## config.mk

```make
export PLATFORM = sky130hd
export DESIGN_NAME = spi_frame_receiver
export DESIGN_NICKNAME = d
export VERILOG_FILES = /design/src/rtl/spi_frame_receiver.sv
export SDC_FILE = /design/constraint.sdc
export NUM_CORES = 1
export LEC_CHECK = 0
export BUFFER_PORTS_ARGS = -buffer_cell sky130_fd_sc_hd__buf_2
export CORE_MARGIN = 2
export CORE_UTILIZATION = 45
export CTS_BUF_LIST = sky130_fd_sc_hd__clkbuf_4 sky130_fd_sc_hd__clkbuf_8 sky130_fd_sc_hd__clkbuf_16
export DETAILED_ROUTE_END_ITERATION = 6
export PLACE_DENSITY_LB_ADDON = 0.2
export SETUP_SLACK_MARGIN = 0.4
export SLEW_MARGIN = 20
export SYNTH_ARGS = -nofsm -noshare
export SYNTH_HDL_FRONTEND = slang
export SYNTH_SLANG_ARGS = --single-unit
export TNS_END_PERCENT = 5
```

## constraint.sdc

```tcl
create_clock -name clk -period 1.7 [get_ports clk]
set_input_delay 0.085 -clock clk [delete_from_list [all_inputs] [get_ports clk]]
set_output_delay 0.085 -clock clk [all_outputs]
set_load 0.1 [all_outputs]
```

## src/rtl/spi_frame_receiver.sv

```systemverilog
`default_nettype none
// ============================================================================
// Module   : spi_frame_receiver
// Purpose  : Oversampling SPI frame receiver. It takes in W_IN-bit frames
//            MSB first on rising spi_clock while cs_n is low, and presents
//            each complete frame on a valid/ready port. Frames with the wrong
//            bit count are flagged, and so are complete frames that are
//            dropped because the output holding register is full.
// Options  : `define SPI_FRAME_RX_ERR_CNT_EN adds err_count / err_clr.
// Revision : 1.0 - initial release
// ============================================================================
module spi_frame_receiver #(
  parameter int W_IN        = 24,
  parameter int SYNC_STAGES = 2,
  parameter int CNT_W       = 5
) (
  input  logic            clk,
  input  logic            rst_n,
  input  logic            spi_clock,
  input  logic            spi_data,
  input  logic            cs_n,
  output logic [W_IN-1:0] out_data,
  output logic            out_valid,
  input  logic            out_ready,
  output logic            frame_err,
  output logic            overrun,
  output logic            busy
`ifdef SPI_FRAME_RX_ERR_CNT_EN
  ,
  output logic [7:0]      err_count,
  input  logic            err_clr
`endif
);

  localparam logic [CNT_W-1:0] C_CNT_FULL = CNT_W'(W_IN);
  localparam logic [CNT_W-1:0] C_CNT_SAT  = CNT_W'(W_IN + 1);

  typedef enum logic [1:0] {
    ST_IDLE   = 2'd0,
    ST_SHIFT  = 2'd1,
    ST_COMMIT = 2'd2
  } state_t;

  logic [SYNC_STAGES-1:0] r_cs_sync;
  logic [SYNC_STAGES-1:0] r_sck_sync;
  logic [SYNC_STAGES-1:0] r_dat_sync;
  logic [SYNC_STAGES-1:0] r_fill;     // marks when the sync chain holds real pin samples
  logic                   r_cs_d;
  logic                   r_sck_d;
  logic                   r_armed;    // cs_n has been seen high since reset
  logic                   r_cs_fall;
  logic                   r_cs_rise;
  logic                   r_sck_rise;
  logic                   r_bit;

  state_t                 r_state;
  logic [W_IN-1:0]        r_shreg;
  logic [CNT_W-1:0]       r_bit_cnt;

  logic                   w_cs_s;
  logic                   w_sck_s;
  logic                   w_dat_s;

  assign w_cs_s  = r_cs_sync[SYNC_STAGES-1];
  assign w_sck_s = r_sck_sync[SYNC_STAGES-1];
  assign w_dat_s = r_dat_sync[SYNC_STAGES-1];

  // Synchronize the pins, detect edges, and register the edge pulses with the aligned data bit
  always_ff @(posedge clk or negedge rst_n) begin
    if (!rst_n) begin
      r_cs_sync  <= '1;
      r_sck_sync <= '0;
      r_dat_sync <= '0;
      r_fill     <= '0;
      r_cs_d     <= 1'b1;
      r_sck_d    <= 1'b0;
      r_armed    <= 1'b0;
      r_cs_fall  <= 1'b0;
      r_cs_rise  <= 1'b0;
      r_sck_rise <= 1'b0;
      r_bit      <= 1'b0;
      busy       <= 1'b0;
    end else begin
      r_cs_sync  <= {r_cs_sync[SYNC_STAGES-2:0], cs_n};
      r_sck_sync <= {r_sck_sync[SYNC_STAGES-2:0], spi_clock};
      r_dat_sync <= {r_dat_sync[SYNC_STAGES-2:0], spi_data};
      r_fill     <= {r_fill[SYNC_STAGES-2:0], 1'b1};
      r_cs_d     <= w_cs_s;
      r_sck_d    <= w_sck_s;
      // The reset value of the cs_n chain is not a real observation, so it
      // must not arm the receiver. Only a genuine high sample counts.
      if (r_fill[SYNC_STAGES-1] && w_cs_s) begin
        r_armed <= 1'b1;
      end
      r_cs_fall  <= r_armed & ~w_cs_s & r_cs_d;
      r_cs_rise  <= r_armed & w_cs_s & ~r_cs_d;
      r_sck_rise <= w_sck_s & ~r_sck_d;
      r_bit      <= w_dat_s;
      busy       <= r_armed & ~w_cs_s;
    end
  end

  // Frame FSM: shift bits while selected, then commit or flag on deselect
  always_ff @(posedge clk or negedge rst_n) begin
    if (!rst_n) begin
      r_state   <= ST_IDLE;
      r_shreg   <= '0;
      r_bit_cnt <= '0;
      out_data  <= '0;
      out_valid <= 1'b0;
      frame_err <= 1'b0;
      overrun   <= 1'b0;
    end else begin
      frame_err <= 1'b0;
      overrun   <= 1'b0;
      if (out_valid && out_ready) begin
        out_valid <= 1'b0;
      end
      case (r_state)
        ST_IDLE: begin
          if (r_cs_fall) begin
            r_bit_cnt <= '0;
            r_shreg   <= '0;
            r_state   <= ST_SHIFT;
          end
        end
        ST_SHIFT: begin
          if (r_sck_rise) begin
            r_shreg <= {r_shreg[W_IN-2:0], r_bit};
            if (r_bit_cnt != C_CNT_SAT) begin
              r_bit_cnt <= r_bit_cnt + CNT_W'(1);
            end
          end
          if (r_cs_rise) begin
            r_state <= ST_COMMIT;
          end
        end
        ST_COMMIT: begin
          r_state <= ST_IDLE;
          if (r_bit_cnt == C_CNT_FULL) begin
            // A consume in this same cycle frees the holding register
            if (!out_valid || out_ready) begin
              out_data  <= r_shreg;
              out_valid <= 1'b1;
            end else begin
              overrun <= 1'b1;
            end
          end else if (r_bit_cnt != '0) begin
            frame_err <= 1'b1;
          end
        end
        default: r_state <= ST_IDLE;
      endcase
    end
  end

`ifdef SPI_FRAME_RX_ERR_CNT_EN
  // Saturating error tally; a clear takes priority over a coincident error
  always_ff @(posedge clk or negedge rst_n) begin
    if (!rst_n) begin
      err_count <= '0;
    end else if (err_clr) begin
      err_count <= '0;
    end else if ((frame_err || overrun) && (err_count != 8'hFF)) begin
      err_count <= err_count + 8'd1;
    end
  end
`else
`endif

endmodule
`default_nettype wire

```

# == Word-level counts from Yosys, hierarchy flattened ==
# Index checks and enable logic that the tools add are counted.
# totals
output_inout_bits,28
word_cells,67
in_bits,6
reg_bits,74
# classes
add_sub_neg,1
reduce_logical,11
bitwise,8
muxes,20
n_eq_ne,8
# ops
operator,count
$mux 24,2
$pmux 24 s2,1
$mux 5,3
$mux 1,10
$pmux 5 s2,1
$ne 2x2->1 const B,4
$reduce_and 3->1,2
$add 5x1->5 const B,1
$and 1x1->1,5
$eq 5x5->1 const B,1
$ne 5x5->1 const B,1
$reduce_bool 5->1,1
$mux 2,2
$pmux 2 s2,1
$reduce_and 4->1,1
$not 1->1,3
$eq 2x1->1 const B,1
$eq 2x2->1 const B,1
$logic_and 1x1->1,2
$logic_not 2->1,1
$reduce_and 2->1,1
$reduce_bool 2->1,1
$logic_not 1->1,1
$logic_or 1x1->1,1

# == Depth between registers and ports, before layout ==
# depth
depth_word,5
depth_mapped,7

# == Worst setup path before layout ==
# No wires, ideal clock.
# synth_path
path_kind,flip-flop to flip-flop
start,reg out_valid
end,reg out_data[10]
setup_slack_ns,-0.301
stages_incl_launch_ff,6
t_arrival_ns,1.873
synth_period_minus_slack_ns,2.001
cell_sequence,dfrtp_1 nand2b_1 and4_1 buf_4 buf_6 mux2_1
# synth_via
elab_chain_cells,3
# synth_rtl
item,line_no,text
start: declaration,23,"output logic out_valid,"
start signal: assignment,110,out_valid <= 1'b0;
start signal: assignment,117,out_valid <= 1'b0;
start signal: assignment,144,out_valid <= 1'b1;
$logic_not 1->1,142,if (!out_valid || out_ready) begin
$logic_or 1x1->1,142,
$reduce_and 3->1 (no source line),--,
end signal: assignment,143,out_data <= r_shreg;
end: declaration,22,"output logic [W_IN-1:0] out_data,"
# No other way between the ends.
# A chain may end at the register's enable or synchronous reset.

# == Worst setup path after layout ==
# layout_path
start,reg r_bit_cnt[1]
end,reg out_data[17]
# layout_via
elab_chain_cells,2
# layout_rtl
item,line_no,text
start: declaration,58,logic [CNT_W-1:0] r_bit_cnt;
start signal: assignment,131,r_bit_cnt <= r_bit_cnt + CNT_W'(1);
$eq 5x5->1,140,if (r_bit_cnt == C_CNT_FULL) begin
$reduce_and 3->1 (no source line),--,
# No other way between the ends.

==> impl_metrics.toml <==
[outcome]
status = "finished, violations left"
violations = "setup timing"

[clock_network]
clk_latency_ns = 0.34
cts_tree = "yes"
cts-root-buf = "clkbuf_8"
clock-sinks = 74
clkTransAtPathRegs_ns = 0.07
h-tree-depth = 3
cts_made_buffers = 9
clockBufferDepth = 2

[grt]
grt_use_total_pct = 15.7
grt_pass1_wl_mm = 8.86
grt_pass1_vias = 1855
grt_max_degree = 75
grt_overflow = 0
antenna_found_initial = 0

[timing]
rsz0062_at_grt = "yes"
slew_violations = 0
finalCritPeriodShare_pct = 103
finClkSkew_ns = 0.00610
final-setup-viol-count = 24
min_period_ns = 1.75
setup_ws_ns = -0.0527
final_hold_viol_count = 0
tns_ns = -0.872
max_clock_freq_mhz = 571

[synth]
syn_inst = 233
synth_edf_count = 0
ys.flop_type = "dfrtp_1"
synth_area_um2 = 2960
syn_area_per_cell_um2 = 12.7
synth_cell_type_count = 37
yosys.area.top_type_share_pct = 60.0
ys_seq_elements = 74
synth_top_area_cell = "dfrtp_1"
synthTopCellsByCount = "dfrtp_1, nand2_1, o21ai_0, mux2_1, o21ai_2"
syn_nets = 242
yosysWarnings = 0
synthArstFlopShare_pct = 100
synth_most_common_cell = "dfrtp_1"
netlist_top_cells_area = "dfrtp_1, mux2_1, o21ai_2, o21ai_0, nand2_1"
ys_seq_area_share_pct = 62.7

[final_layout]
num-fill-cells = 510
nets = 294
layout.cells.non_filler = 367
drive_above_1_share_pct = 45.2
area_growth_syn_to_layout_pct = 28.1
antenna_cells = 0

[critical_path]
endpoint = "out_data[17]$_DFFE_PN0P_"
crit_required_ns = 1.92
worstRegToRegCells = 6
cp_max_fo = 6
worstSetupEndpointType = "register"
crit_arrival_ns = 1.98
crit_start = "r_bit_cnt[1]$_DFFE_PN0P_"
r2r-end = "out_data[17]$_DFFE_PN0P_"
r2r-start = "r_bit_cnt[1]$_DFFE_PN0P_"
setup.worst_path.class = "register to register"
start_kind = "register"
ff2ff_setup_slack_ns = -0.05

[power_and_ir_drop]
power.leakage_nw = 1.81
p_total_mw = 3.98
ir_worst_vdd_uv = 674
power_density_nw_per_um2 = 1050

[floorplan]
die_w_um = 85.1
die_y_um = 85.1
coreArea_um2 = 6350
ios = 34
start_util_pct = 46.6
dieArea_um2 = 7250
num_rows = 29

[placement]
post-place-ws_ns = -0.0724
placedCellCount = 343
globalplace.congestion = 0.747
place.port_buffers = 33
dp_hpwl_mm = 3.01

[run]
drv_cap = 0

[detailed_routing]
wl_met2_mm = 2.57
route.antenna.remaining_nets = 0
num_vias = 1899
m1WireLength_mm = 2.75
drc_errors = 0
wl_per_cell_um = 15.3
drt-total-wl_mm = 5.62
met3WireLength_um = 222
vias_per_cell = 5.17
drtPass1Iterations = 4
routed.top_layer = "met4"
drt_iter0_markers = 114

[min_path]
hold_depth = 3
hold_class = "primary input to register"
[state kept, by name (all words and copies together), names as in the netlist]
signal,count
r_sck_rise,1
r_cs_sync,2
overrun,1
r_cs_fall,1
r_cs_rise,1
r_shreg,24
r_dat_sync,2
r_sck_sync,2
r_bit,1
r_bit_cnt,5
r_armed,1
busy,1
r_state,2
r_cs_d,1
out_valid,1
r_fill,2
frame_err,1
r_sck_d,1
out_data,24
[critical path, stage by stage, from the launching register on]
cell       delay (ns)
dfrtp_1          0.39
inv_2            0.08
ha_4             0.13
nor4bb_4         0.20
and4_4           0.35
clkbuf_16        0.19
mux2_4           0.29
[layer usage]
layer	vias up	global-route usage, %
li1	917	-
met1	935	20.8
met2	38	23.9
met3	9	6.13
met4	0	5.19
met5	-	0
[power by group]
part	internal, mW	switching, mW
clock network	0.795	0.613
logic	0.299	0.372
registers	1.84	0.0631
total	2.93	1.05
[kinds of logic after synthesis]
logic type               after synthesis  share of synthesized area (%)
multiplexers                          26                           9.97
buffers and inverters                 20                           3.97
adder cells (fa/ha/maj)                3                           1.27
other                                  1                          0.127
AND/OR/NAND/NOR                       51                           8.75
XOR/XNOR                               1                          0.296
AO/OA/AOI/OAI                         57                           13.0
flip-flops                            74                           62.7
[through the flow]
stage	hold WS (ns)	util, %	area (um2)
4_1_cts	0.0350	56.9	3610
3_5_place_dp	0.149	51.6	3280
5_1_grt	0.0458	59.7	3790
3_3_place_gp	0.148	51.6	3280
2_1_floorplan	-0.211	-	2980
6_report	0.0534	59.7	3790
[area by class of cell]
class | instances | area, um2 | area share, %
flip-flops and latches | 74 | 1860 | 49.0
multi-input cells | 139 | 1150 | 30.4
repair buffers | 56 | 452 | 11.9
clock buffers | 12 | 165 | 4.35
well taps | 77 | 96.3 | 2.54
clock inverters | 4 | 48.8 | 1.29
inverters | 5 | 18.8 | 0.495
[cells in the final DEF, fill, tap and decap left out, types with 2 or more instances in the layout]
cell | synthesis | layout
ha_4 | 0 | 2
nand3_1 | 5 | 5
dfstp_2 | 3 | 3
o21ai_0 | 26 | 19
o21ai_1 | 4 | 6
dlygate4sd3_1 | 0 | 4
buf_6 | 5 | 3
mux2_1 | 20 | 3
dfrtp_2 | 0 | 2
nor2_1 | 3 | 3
and2_1 | 2 | 2
nand2_1 | 27 | 27
nand2b_1 | 2 | 2
dfrtp_1 | 71 | 69
mux2_4 | 0 | 21
o21ai_2 | 20 | 24
inv_2 | 0 | 2
a211o_1 | 2 | 2
inv_1 | 5 | 3
or3b_4 | 0 | 2
buf_2 | 1 | 33
clkbuf_8 | 0 | 12
buf_12 | 0 | 4
clkinv_2 | 0 | 2
clkbuf_16 | 0 | 2
buf_4 | 1 | 9
nor2b_1 | 3 | 2
[how the worst min path moves through the flow]
| stage | endpoint | startpoint | slack (ns) |
|---|---|---|---|
| after floorplan | busy$_DFF_PN0_ | rst_n | -0.21 |
| after global placement | overrun$_DFF_PN0_ | rst_n | 0.15 |
| after detailed placement | overrun$_DFF_PN0_ | rst_n | 0.15 |
| after CTS | overrun$_DFF_PN0_ | out_ready | 0.04 |
| after global routing | overrun$_DFF_PN0_ | out_ready | 0.05 |
| final | overrun$_DFF_PN0_ | out_ready | 0.05 |
[timing repair]
action,4_1_cts,5_1_grt
setup endpoints to repair,53,53
endpoints found under the hold margin,74,0
pin swaps,29,28
hold buffers,4,0
cloned,0,3
resized for setup,21,35
buffers inserted,0,1
Note: power is estimated with default switching activity, not from simulation.
